### src/rtl/uart_pkg.sv
// -----------------------------------------------------------------------------
// uart_pkg
// Shared definitions for the UART receive path.
//   - state_e             : receiver FSM state encoding
//   - DATA_WIDTH_DEFAULT  : default data bits per frame
//   - OVERSAMPLE_DEFAULT  : default baud_tick pulses per bit period
//   - mid_count()         : tick count at which the middle of a bit falls
// -----------------------------------------------------------------------------
package uart_pkg;

  typedef enum logic [1:0] {
    IDLE  = 2'd0,
    START = 2'd1,
    DATA  = 2'd2,
    STOP  = 2'd3
  } state_e;

  localparam int DATA_WIDTH_DEFAULT = 8;
  localparam int OVERSAMPLE_DEFAULT = 16;

  // Counting starts when the falling edge of the start bit is first seen, so
  // half a bit period later is the centre of the start bit.
  function automatic int mid_count(input int oversample);
    return oversample / 2 - 1;
  endfunction

endpackage

### src/rtl/sync_2ff.sv
// -----------------------------------------------------------------------------
// sync_2ff
// Two-flop synchroniser for a single asynchronous input. Both flops reset to
// 1 so an idle-high serial line never shows a false low edge out of reset.
// Ports:
//   clk      in   destination clock
//   reset_n  in   asynchronous active-low reset
//   d        in   asynchronous input
//   q        out  synchronised output (2 clk latency)
// -----------------------------------------------------------------------------
module sync_2ff (
  input  logic clk,
  input  logic reset_n,
  input  logic d,
  output logic q
);

  logic meta_reg;
  logic sync_reg;

  always_ff @(posedge clk or negedge reset_n) begin
    if (!reset_n) begin
      meta_reg <= 1'b1;
      sync_reg <= 1'b1;
    end else begin
      meta_reg <= d;
      sync_reg <= meta_reg;
    end
  end

  assign q = sync_reg;

endmodule

### src/rtl/uart_rx_framer.sv
// -----------------------------------------------------------------------------
// uart_rx_framer
// UART receive front-end: synchronises rx, qualifies the start bit at its
// centre, samples each data bit at mid-bit on an oversampling tick, streams
// each bit out as bit_out/bit_valid (shift enable for a downstream sipo), and
// assembles the LSB-first frame, reporting a byte or a framing error.
// Ports:
//   clk         in   system clock
//   reset_n     in   asynchronous active-low reset
//   baud_tick   in   one-clk pulse at OVERSAMPLE x baud rate
//   rx          in   asynchronous serial line, idles high
//   bit_valid   out  one-clk strobe per sampled data bit
//   bit_out     out  sampled data bit, valid with bit_valid
//   data_out    out  last good frame, LSB = first bit received
//   data_valid  out  one-clk pulse when data_out updates
//   frame_err   out  one-clk pulse when the stop bit is sampled low
//   busy        out  high whenever the receiver is not idle
// -----------------------------------------------------------------------------
module uart_rx_framer
  import uart_pkg::*;
#(
  parameter int DATA_WIDTH = DATA_WIDTH_DEFAULT,
  parameter int OVERSAMPLE = OVERSAMPLE_DEFAULT
) (
  input  logic                  clk,
  input  logic                  reset_n,
  input  logic                  baud_tick,
  input  logic                  rx,
  output logic                  bit_valid,
  output logic                  bit_out,
  output logic [DATA_WIDTH-1:0] data_out,
  output logic                  data_valid,
  output logic                  frame_err,
  output logic                  busy
);

  localparam int CW = $clog2(OVERSAMPLE);
  localparam int BW = $clog2(DATA_WIDTH);

  localparam logic [1:0] S_IDLE  = IDLE;
  localparam logic [1:0] S_START = START;
  localparam logic [1:0] S_DATA  = DATA;
  localparam logic [1:0] S_STOP  = STOP;

  localparam logic [CW-1:0] CNT_MID  = CW'(mid_count(OVERSAMPLE));
  localparam logic [CW-1:0] CNT_LAST = CW'(OVERSAMPLE - 1);
  localparam logic [BW-1:0] IDX_LAST = BW'(DATA_WIDTH - 1);

  logic rx_s;

  sync_2ff u_sync_rx (
    .clk     (clk),
    .reset_n (reset_n),
    .d       (rx),
    .q       (rx_s)
  );

  logic [1:0]            state_reg,      state_next;
  logic [CW-1:0]         cnt_reg,        cnt_next;
  logic [BW-1:0]         bit_idx_reg,    bit_idx_next;
  logic [DATA_WIDTH-1:0] shift_reg,      shift_next;
  logic                  bit_valid_reg,  bit_valid_next;
  logic                  bit_out_reg,    bit_out_next;
  logic [DATA_WIDTH-1:0] data_out_reg,   data_out_next;
  logic                  data_valid_reg, data_valid_next;
  logic                  frame_err_reg,  frame_err_next;
  logic                  busy_reg,       busy_next;

  // Right shift: each new bit enters at the MSB so the first bit received
  // ends up in the LSB after DATA_WIDTH samples.
  logic [DATA_WIDTH-1:0] shift_in;

  generate
    for (genvar gi = 0; gi < DATA_WIDTH - 1; gi++) begin : g_shift
      assign shift_in[gi] = shift_reg[gi+1];
    end
  endgenerate
  assign shift_in[DATA_WIDTH-1] = rx_s;

  always_comb begin
    state_next      = state_reg;
    cnt_next        = cnt_reg;
    bit_idx_next    = bit_idx_reg;
    shift_next      = shift_reg;
    bit_out_next    = bit_out_reg;
    bit_valid_next  = 1'b0;
    data_out_next   = data_out_reg;
    data_valid_next = 1'b0;
    frame_err_next  = 1'b0;

    case (state_reg)
      S_IDLE: begin
        if (baud_tick && !rx_s) begin
          state_next   = S_START;
          cnt_next     = '0;
          bit_idx_next = '0;
        end
      end

      S_START: begin
        if (baud_tick) begin
          if (cnt_reg == CNT_MID) begin
            // Line must still be low at the centre of the start bit;
            // otherwise the edge was a glitch and we quietly re-arm.
            state_next   = rx_s ? S_IDLE : S_DATA;
            cnt_next     = '0;
            bit_idx_next = '0;
          end else begin
            cnt_next = cnt_reg + 1'b1;
          end
        end
      end

      S_DATA: begin
        if (baud_tick) begin
          if (cnt_reg == CNT_LAST) begin
            cnt_next       = '0;
            bit_out_next   = rx_s;
            bit_valid_next = 1'b1;
            shift_next     = shift_in;
            if (bit_idx_reg == IDX_LAST) begin
              state_next   = S_STOP;
              bit_idx_next = '0;
            end else begin
              bit_idx_next = bit_idx_reg + 1'b1;
            end
          end else begin
            cnt_next = cnt_reg + 1'b1;
          end
        end
      end

      S_STOP: begin
        if (baud_tick) begin
          if (cnt_reg == CNT_LAST) begin
            if (rx_s) begin
              data_out_next   = shift_reg;
              data_valid_next = 1'b1;
            end else begin
              frame_err_next  = 1'b1;
            end
            // Returning to IDLE here lets a start bit that immediately
            // follows the stop bit be picked up without a dead period.
            state_next   = S_IDLE;
            cnt_next     = '0;
            bit_idx_next = '0;
          end else begin
            cnt_next = cnt_reg + 1'b1;
          end
        end
      end

      default: begin
        state_next   = S_IDLE;
        cnt_next     = '0;
        bit_idx_next = '0;
      end
    endcase

    busy_next = (state_next != S_IDLE);
  end

  always_ff @(posedge clk or negedge reset_n) begin
    if (!reset_n) begin
      state_reg      <= S_IDLE;
      cnt_reg        <= '0;
      bit_idx_reg    <= '0;
      shift_reg      <= '0;
      bit_valid_reg  <= 1'b0;
      bit_out_reg    <= 1'b0;
      data_out_reg   <= '0;
      data_valid_reg <= 1'b0;
      frame_err_reg  <= 1'b0;
      busy_reg       <= 1'b0;
    end else begin
      state_reg      <= state_next;
      cnt_reg        <= cnt_next;
      bit_idx_reg    <= bit_idx_next;
      shift_reg      <= shift_next;
      bit_valid_reg  <= bit_valid_next;
      bit_out_reg    <= bit_out_next;
      data_out_reg   <= data_out_next;
      data_valid_reg <= data_valid_next;
      frame_err_reg  <= frame_err_next;
      busy_reg       <= busy_next;
    end
  end

  assign bit_valid  = bit_valid_reg;
  assign bit_out    = bit_out_reg;
  assign data_out   = data_out_reg;
  assign data_valid = data_valid_reg;
  assign frame_err  = frame_err_reg;
  assign busy       = busy_reg;

endmodule

### config.mk
export PLATFORM = sky130hd
export DESIGN_NAME = uart_rx_framer
export DESIGN_NICKNAME = d
export VERILOG_FILES = /design/src/rtl/uart_pkg.sv /design/src/rtl/sync_2ff.sv /design/src/rtl/uart_rx_framer.sv
export SDC_FILE = /design/constraint.sdc
export NUM_CORES = 1
export LEC_CHECK = 0
export BUFFER_PORTS_ARGS = -buffer_cell sky130_fd_sc_hd__buf_2
export CORE_MARGIN = 2
export CORE_UTILIZATION = 60
export DETAILED_ROUTE_END_ITERATION = 8
export PLACE_DENSITY = 0.8
export SYNTH_ARGS = -nofsm -noshare
export SYNTH_HDL_FRONTEND = slang
export SYNTH_SLANG_ARGS = --single-unit
### constraint.sdc
create_clock -name clk -period 2.35 [get_ports clk]
set_input_delay 0.235 -clock clk [delete_from_list [all_inputs] [get_ports clk]]
set_output_delay 0.235 -clock clk [all_outputs]
set_load 0.03 [all_outputs]
* Yosys cells after proc, flatten, opt, wreduce, memory -nomap -nowiden
Index checks and enable logic that the tools add are counted.
** Word-level totals
- Register bits after elaboration :: 32
- Bits of input ports :: 4
- Output and inout bits :: 13
** Operators by class
- Add/sub/neg operators :: 2
- Equality and inequality tests :: 14
- Mux-type cells :: 36
- Reduce and logical (&&, ||, !) cells :: 9
** Operators with widths (count)
- 2-to-1 mux 3 bit :: 8
- 2-to-1 mux 4 bit :: 5
- 2-to-1 mux 2 bit :: 9
- != test 2 bit (second input constant) :: 7
- case mux 3 bit (4 select lines) :: 1
- case mux 4 bit (3 select lines) :: 1
- 2-to-1 mux 1 bit :: 11
- case mux 2 bit (4 select lines) :: 1
- AND reduction 7 bit :: 1
- AND reduction 3 bit :: 2
- adder 4 x 1 -> 4 bit (second input constant) :: 1
- equality test 2 bit (second input constant) :: 2
- equality test 4 x 3 -> 1 bit (second input constant) :: 1
- equality test 4 bit (second input constant) :: 1
- AND reduction 4 bit :: 1
- adder 3 x 1 -> 3 bit (second input constant) :: 1
- equality test 3 bit (second input constant) :: 1
- equality test 2 x 1 -> 1 bit (second input constant) :: 1
- zero test 2 bit :: 1
- != test 2 x 1 -> 1 bit (second input constant) :: 1
- nonzero test 2 bit :: 1
- OR reduction 2 bit :: 1
- logical AND 1 bit :: 1
- zero test 1 bit :: 1

* Longest topological paths before layout
- Depth after elaboration :: 6
- Mapped depth :: 5

* Cells and area by module
From an unflattened synthesis, not the netlist that was laid out.
** Second synthesis, totals
- Cell total of the unflattened synthesis :: 103
- Area total of the unflattened synthesis :: 1360.1 µm²
** By module, submodules not included
- uart_rx_framer :: instances 1, cells each 101, area an instance 1307.5 µm², seq. area each 725.7 µm²
- sync_2ff :: instances 1, cells each 2, area an instance 52.6 µm², seq. area each 52.6 µm²

* Least setup slack after synthesis
OpenSTA, ideal clock, no wires.
- Path type :: reg2reg
- Start :: register cnt_reg[0]
- End :: register bit_out_reg (netlist: bit_out)
- Library setup time :: 0.125 ns
- Arrival time :: 1.465 ns
- Data required time :: 2.225 ns
- Path slack :: 0.760 ns
- Cell stages (with the launch flop) :: 6
- Buffers on the path :: 1
- Period minus slack after synthesis :: 1.590 ns
- Path through :: dfrtp_1 -> ha_1 -> and4_4 -> and3_2 -> buf_4 -> mux2_2
** On the way
- Longest elaborated chain between the ends :: 2
** RTL lines
- start: declaration :: line uart_rx_framer.sv:59 : logic [CW-1:0] cnt_reg, cnt_next;
- start signal: assignment :: line uart_rx_framer.sv:177 : cnt_reg <= cnt_next;
- equality test 4 bit :: line uart_rx_framer.sv:116 : if (cnt_reg == CNT_LAST) begin
- AND reduction 3 bit (no source line)
- end signal: assignment :: line uart_rx_framer.sv:181 : bit_out_reg <= bit_out_next;
- end: declaration :: line uart_rx_framer.sv:63 : logic bit_out_reg, bit_out_next;
No other way between the ends.
A chain may end at the register's enable or synchronous reset.

* Final worst setup path
- Start :: register cnt_reg[0]
- End :: register shift_reg[6]
** On the way
- Longest elaborated chain between the ends :: 2
** RTL lines
- equality test 4 bit :: line uart_rx_framer.sv:116
- AND reduction 3 bit (no source line)
- end signal: assignment :: line uart_rx_framer.sv:179 : shift_reg <= shift_next;
- end: declaration :: line uart_rx_framer.sv:61 : logic [DATA_WIDTH-1:0] shift_reg, shift_next;
No other way between the ends.

==> metrics.cfg <==
[outcome]
status = completed

[pwr]
p_leak_nw = 0.821
switchingPower_mw = 0.411
comb_power_share_pct = 22.9
clkPwrFrac_pct = 23.9
power.internal_mw = 0.873
p_per_area_nw_per_um2 = 831
share_seq_of_total_power_pct = 53.2
p_sw_share_pct = 32.0
max-vdd-ir-drop_mv = 0.719

[finish]
syn_to_final_growth_pct = 11.7
antenna_cells = 0
nets = 129
drive_above_1_share_pct = 42.6
largest_reg_flops = 8

[critical_path]
r2r_slack_ns = 0.66
reg2reg_depth = 4
critPathKind = reg -> reg
reg2reg_from = cnt_reg[0]
crit_fanout = 9
cp-endpoint = shift_reg[6]
start_kind = flip-flop
path_cells = ha_1 > and4_4 > and3_2 > mux2_2
critical_path_arrival_ns = 1.90
cp_slowest_cell = dfrtp_1
timing.rr.end = shift_reg[6]
crit_start = cnt_reg[0]
slowest_delay_ns = 0.38
crit_path_end_kind = flip-flop
cp.required_ns = 2.57

[clock_tree]
cts.sinks = 31
clockBufferDepth = 2
cts_root_buf = clkbuf_4
postCtsSetupRepairBufs = 0
h-tree-depth = 2
cts_tree = yes
cts_buffers = 5
clkLatencyLatePin_ns = 0.32
path_clk_slew_ns = 0.09

[placement]
place_congestion = 0.766
port-buffer-count = 16
dp_hpwl_um = 1440

[sta]
hold_viol = 0
fin_hold_ws_ns = 0.341
fin_crit_ns = 1.69
rsz0062_at_grt = false
tightest_slew_ns = 0.645
finalSetupViolations = 0
drv_slew = 0
fin_crit_sh_pct = 71.7
fin_worst_skew_ns = 0.00397
fmax_mhz = 593
finalSetupTns_ns = 0
relSlewSlack_pct = 57.0

[yosys]
mappedNetlistArea_sq_um = 1390
synth_area_leader_cell = dfrtp_1
syn_area_per_cell_sq_um = 13.9
ys_seq_elements = 31
yosysWarnings = 0
synth_cell_types = 30
synth_edf_count = 0
async_flop_share_pct = 100
synthTopCellsByArea = dfrtp_1 (52%), mux2_2 (9.8%), mux2_4 (8.7%)
yosysSeqAreaShare_pct = 56.2
synthCells = 100
synth_top_area_share_pct = 52.4
synth_flop_cell = dfrtp_1
syn_nets = 107

[global_route]
antenna_found_initial = 0
grt_max_degree = 32
overflow = 0
grt_pass1_vias = 802
grt_first_pass_wirelength_um = 3660
grt_usage_pct = 19.9

[flow_run]
maxCapViolations = 0

[min_path]
min_path_type = in -> reg
min_from = baud_tick

[routing]
ant_nets = 0
dr.first_iter.drc_count = 13
wl_per_cell_um = 13.9
dr.pass1.iters = 4
drc = 0
drt_wl_total_um = 2090
vias_per_cell = 5.66
vias = 849

[floorplan]
rows = 17
die_w_um = 52.0
fp.dieH_um = 52.0
dieArea_sq_um = 2710
io-pin-count = 17
start_util_pct = 63.2
core_sq_um = 2190

## synthesized netlist by cell type (all sizes together) (2+ instances only)
cell type  number
buf             3
inv             4
ha              3
a21oi           2
dfstp           2
mux2i           2
nand3           5
nor2            5
nor2b           3
a221o           2
dfrtp          29
nand2           5
nor3            2
and3            3
mux2           20
## how the worst min path moves through the flow
stage	to	slack, ns	cells after the start
floorplan	bit_idx_reg[0]	-0.06	0
global placement	bit_idx_reg[2]	0.29	1
detailed placement	bit_idx_reg[2]	0.30	1
CTS	cnt_reg[2]	0.32	3
global route	cnt_reg[2]	0.36	3
finish	cnt_reg[2]	0.34	3
## cell usage in the layout (no fill, tap or decap), types with 3 or more instances in the layout
cell       n
mux2_2    12
nor2_1     5
dfrtp_1   29
nor2b_1    3
buf_2     16
nand3_1    5
inv_1      4
mux2_4     8
ha_1       3
clkbuf_4   5
nand2_1    4
## final cells by class
class	instances	area (sq um)
multi-input cells	62	562
well taps	28	35.0
inverters	4	15.0
clock buffers	6	51.3
clock inverters	1	5.00
flip-flops and latches	31	778
fillers	165	644
repair buffers	18	100
## routing by layer
layer	GRT usage, %	wire, um	vias up
met3	8.62	116	5
li1	-	-	401
met4	13.2	62	0
met2	26.8	934	25
met1	25.8	973	418
met5	0	0	-
## through the flow
| step | total power [mW] | std cells | util (%) | area, sq um | worst slack [ns] |
|---|---|---|---|---|---|
| CTS | 1.30 | 150 | 70.6 | 1550 | 0.649 |
| floorplan | 0.944 | 100 | - | 1390 | 0.760 |
| detailed placement | 0.984 | 141 | 67.1 | 1470 | 0.668 |
| finish | 1.28 | 150 | 70.6 | 1550 | 0.664 |
| global placement | 0.969 | 141 | 67.1 | 1470 | 0.711 |
| global route | 1.37 | 150 | 70.6 | 1550 | 0.583 |
## worst max-delay path: cells and delay by family (launching register included)
kind	cells	cell delay [ns]
AND/OR/NAND/NOR	2	0.57
flip-flops	1	0.38
multiplexers	1	0.36
adder cells (fa/ha/maj)	1	0.26
## cell families after synthesis
kind of cell / count (synthesis) / share of synthesized area, %
AO/OA/AOI/OAI: 9 / 5.33
adder cells (fa/ha/maj): 3 / 2.71
buffers and inverters: 7 / 3.25
flip-flops: 31 / 56.2
multiplexers: 22 / 19.9
AND/OR/NAND/NOR: 28 / 12.6
## power by group through the flow
stage | combinational (mW) | sequential [mW] | clock [mW]
2_1_floorplan | 0.278 | 0.666 | 0
3_3_place_gp | 0.281 | 0.688 | 0
3_5_place_dp | 0.292 | 0.692 | 0
4_1_cts | 0.298 | 0.682 | 0.317
5_1_grt | 0.337 | 0.697 | 0.341
6_report | 0.294 | 0.683 | 0.307
## repair_timing
item,CTS,global route
endpoints found under the setup margin,0,0
endpoints found under the hold margin,30,0
gates resized for setup,0,0
hold buffers,2,0
Note: power is estimated with default switching activity, not from simulation.
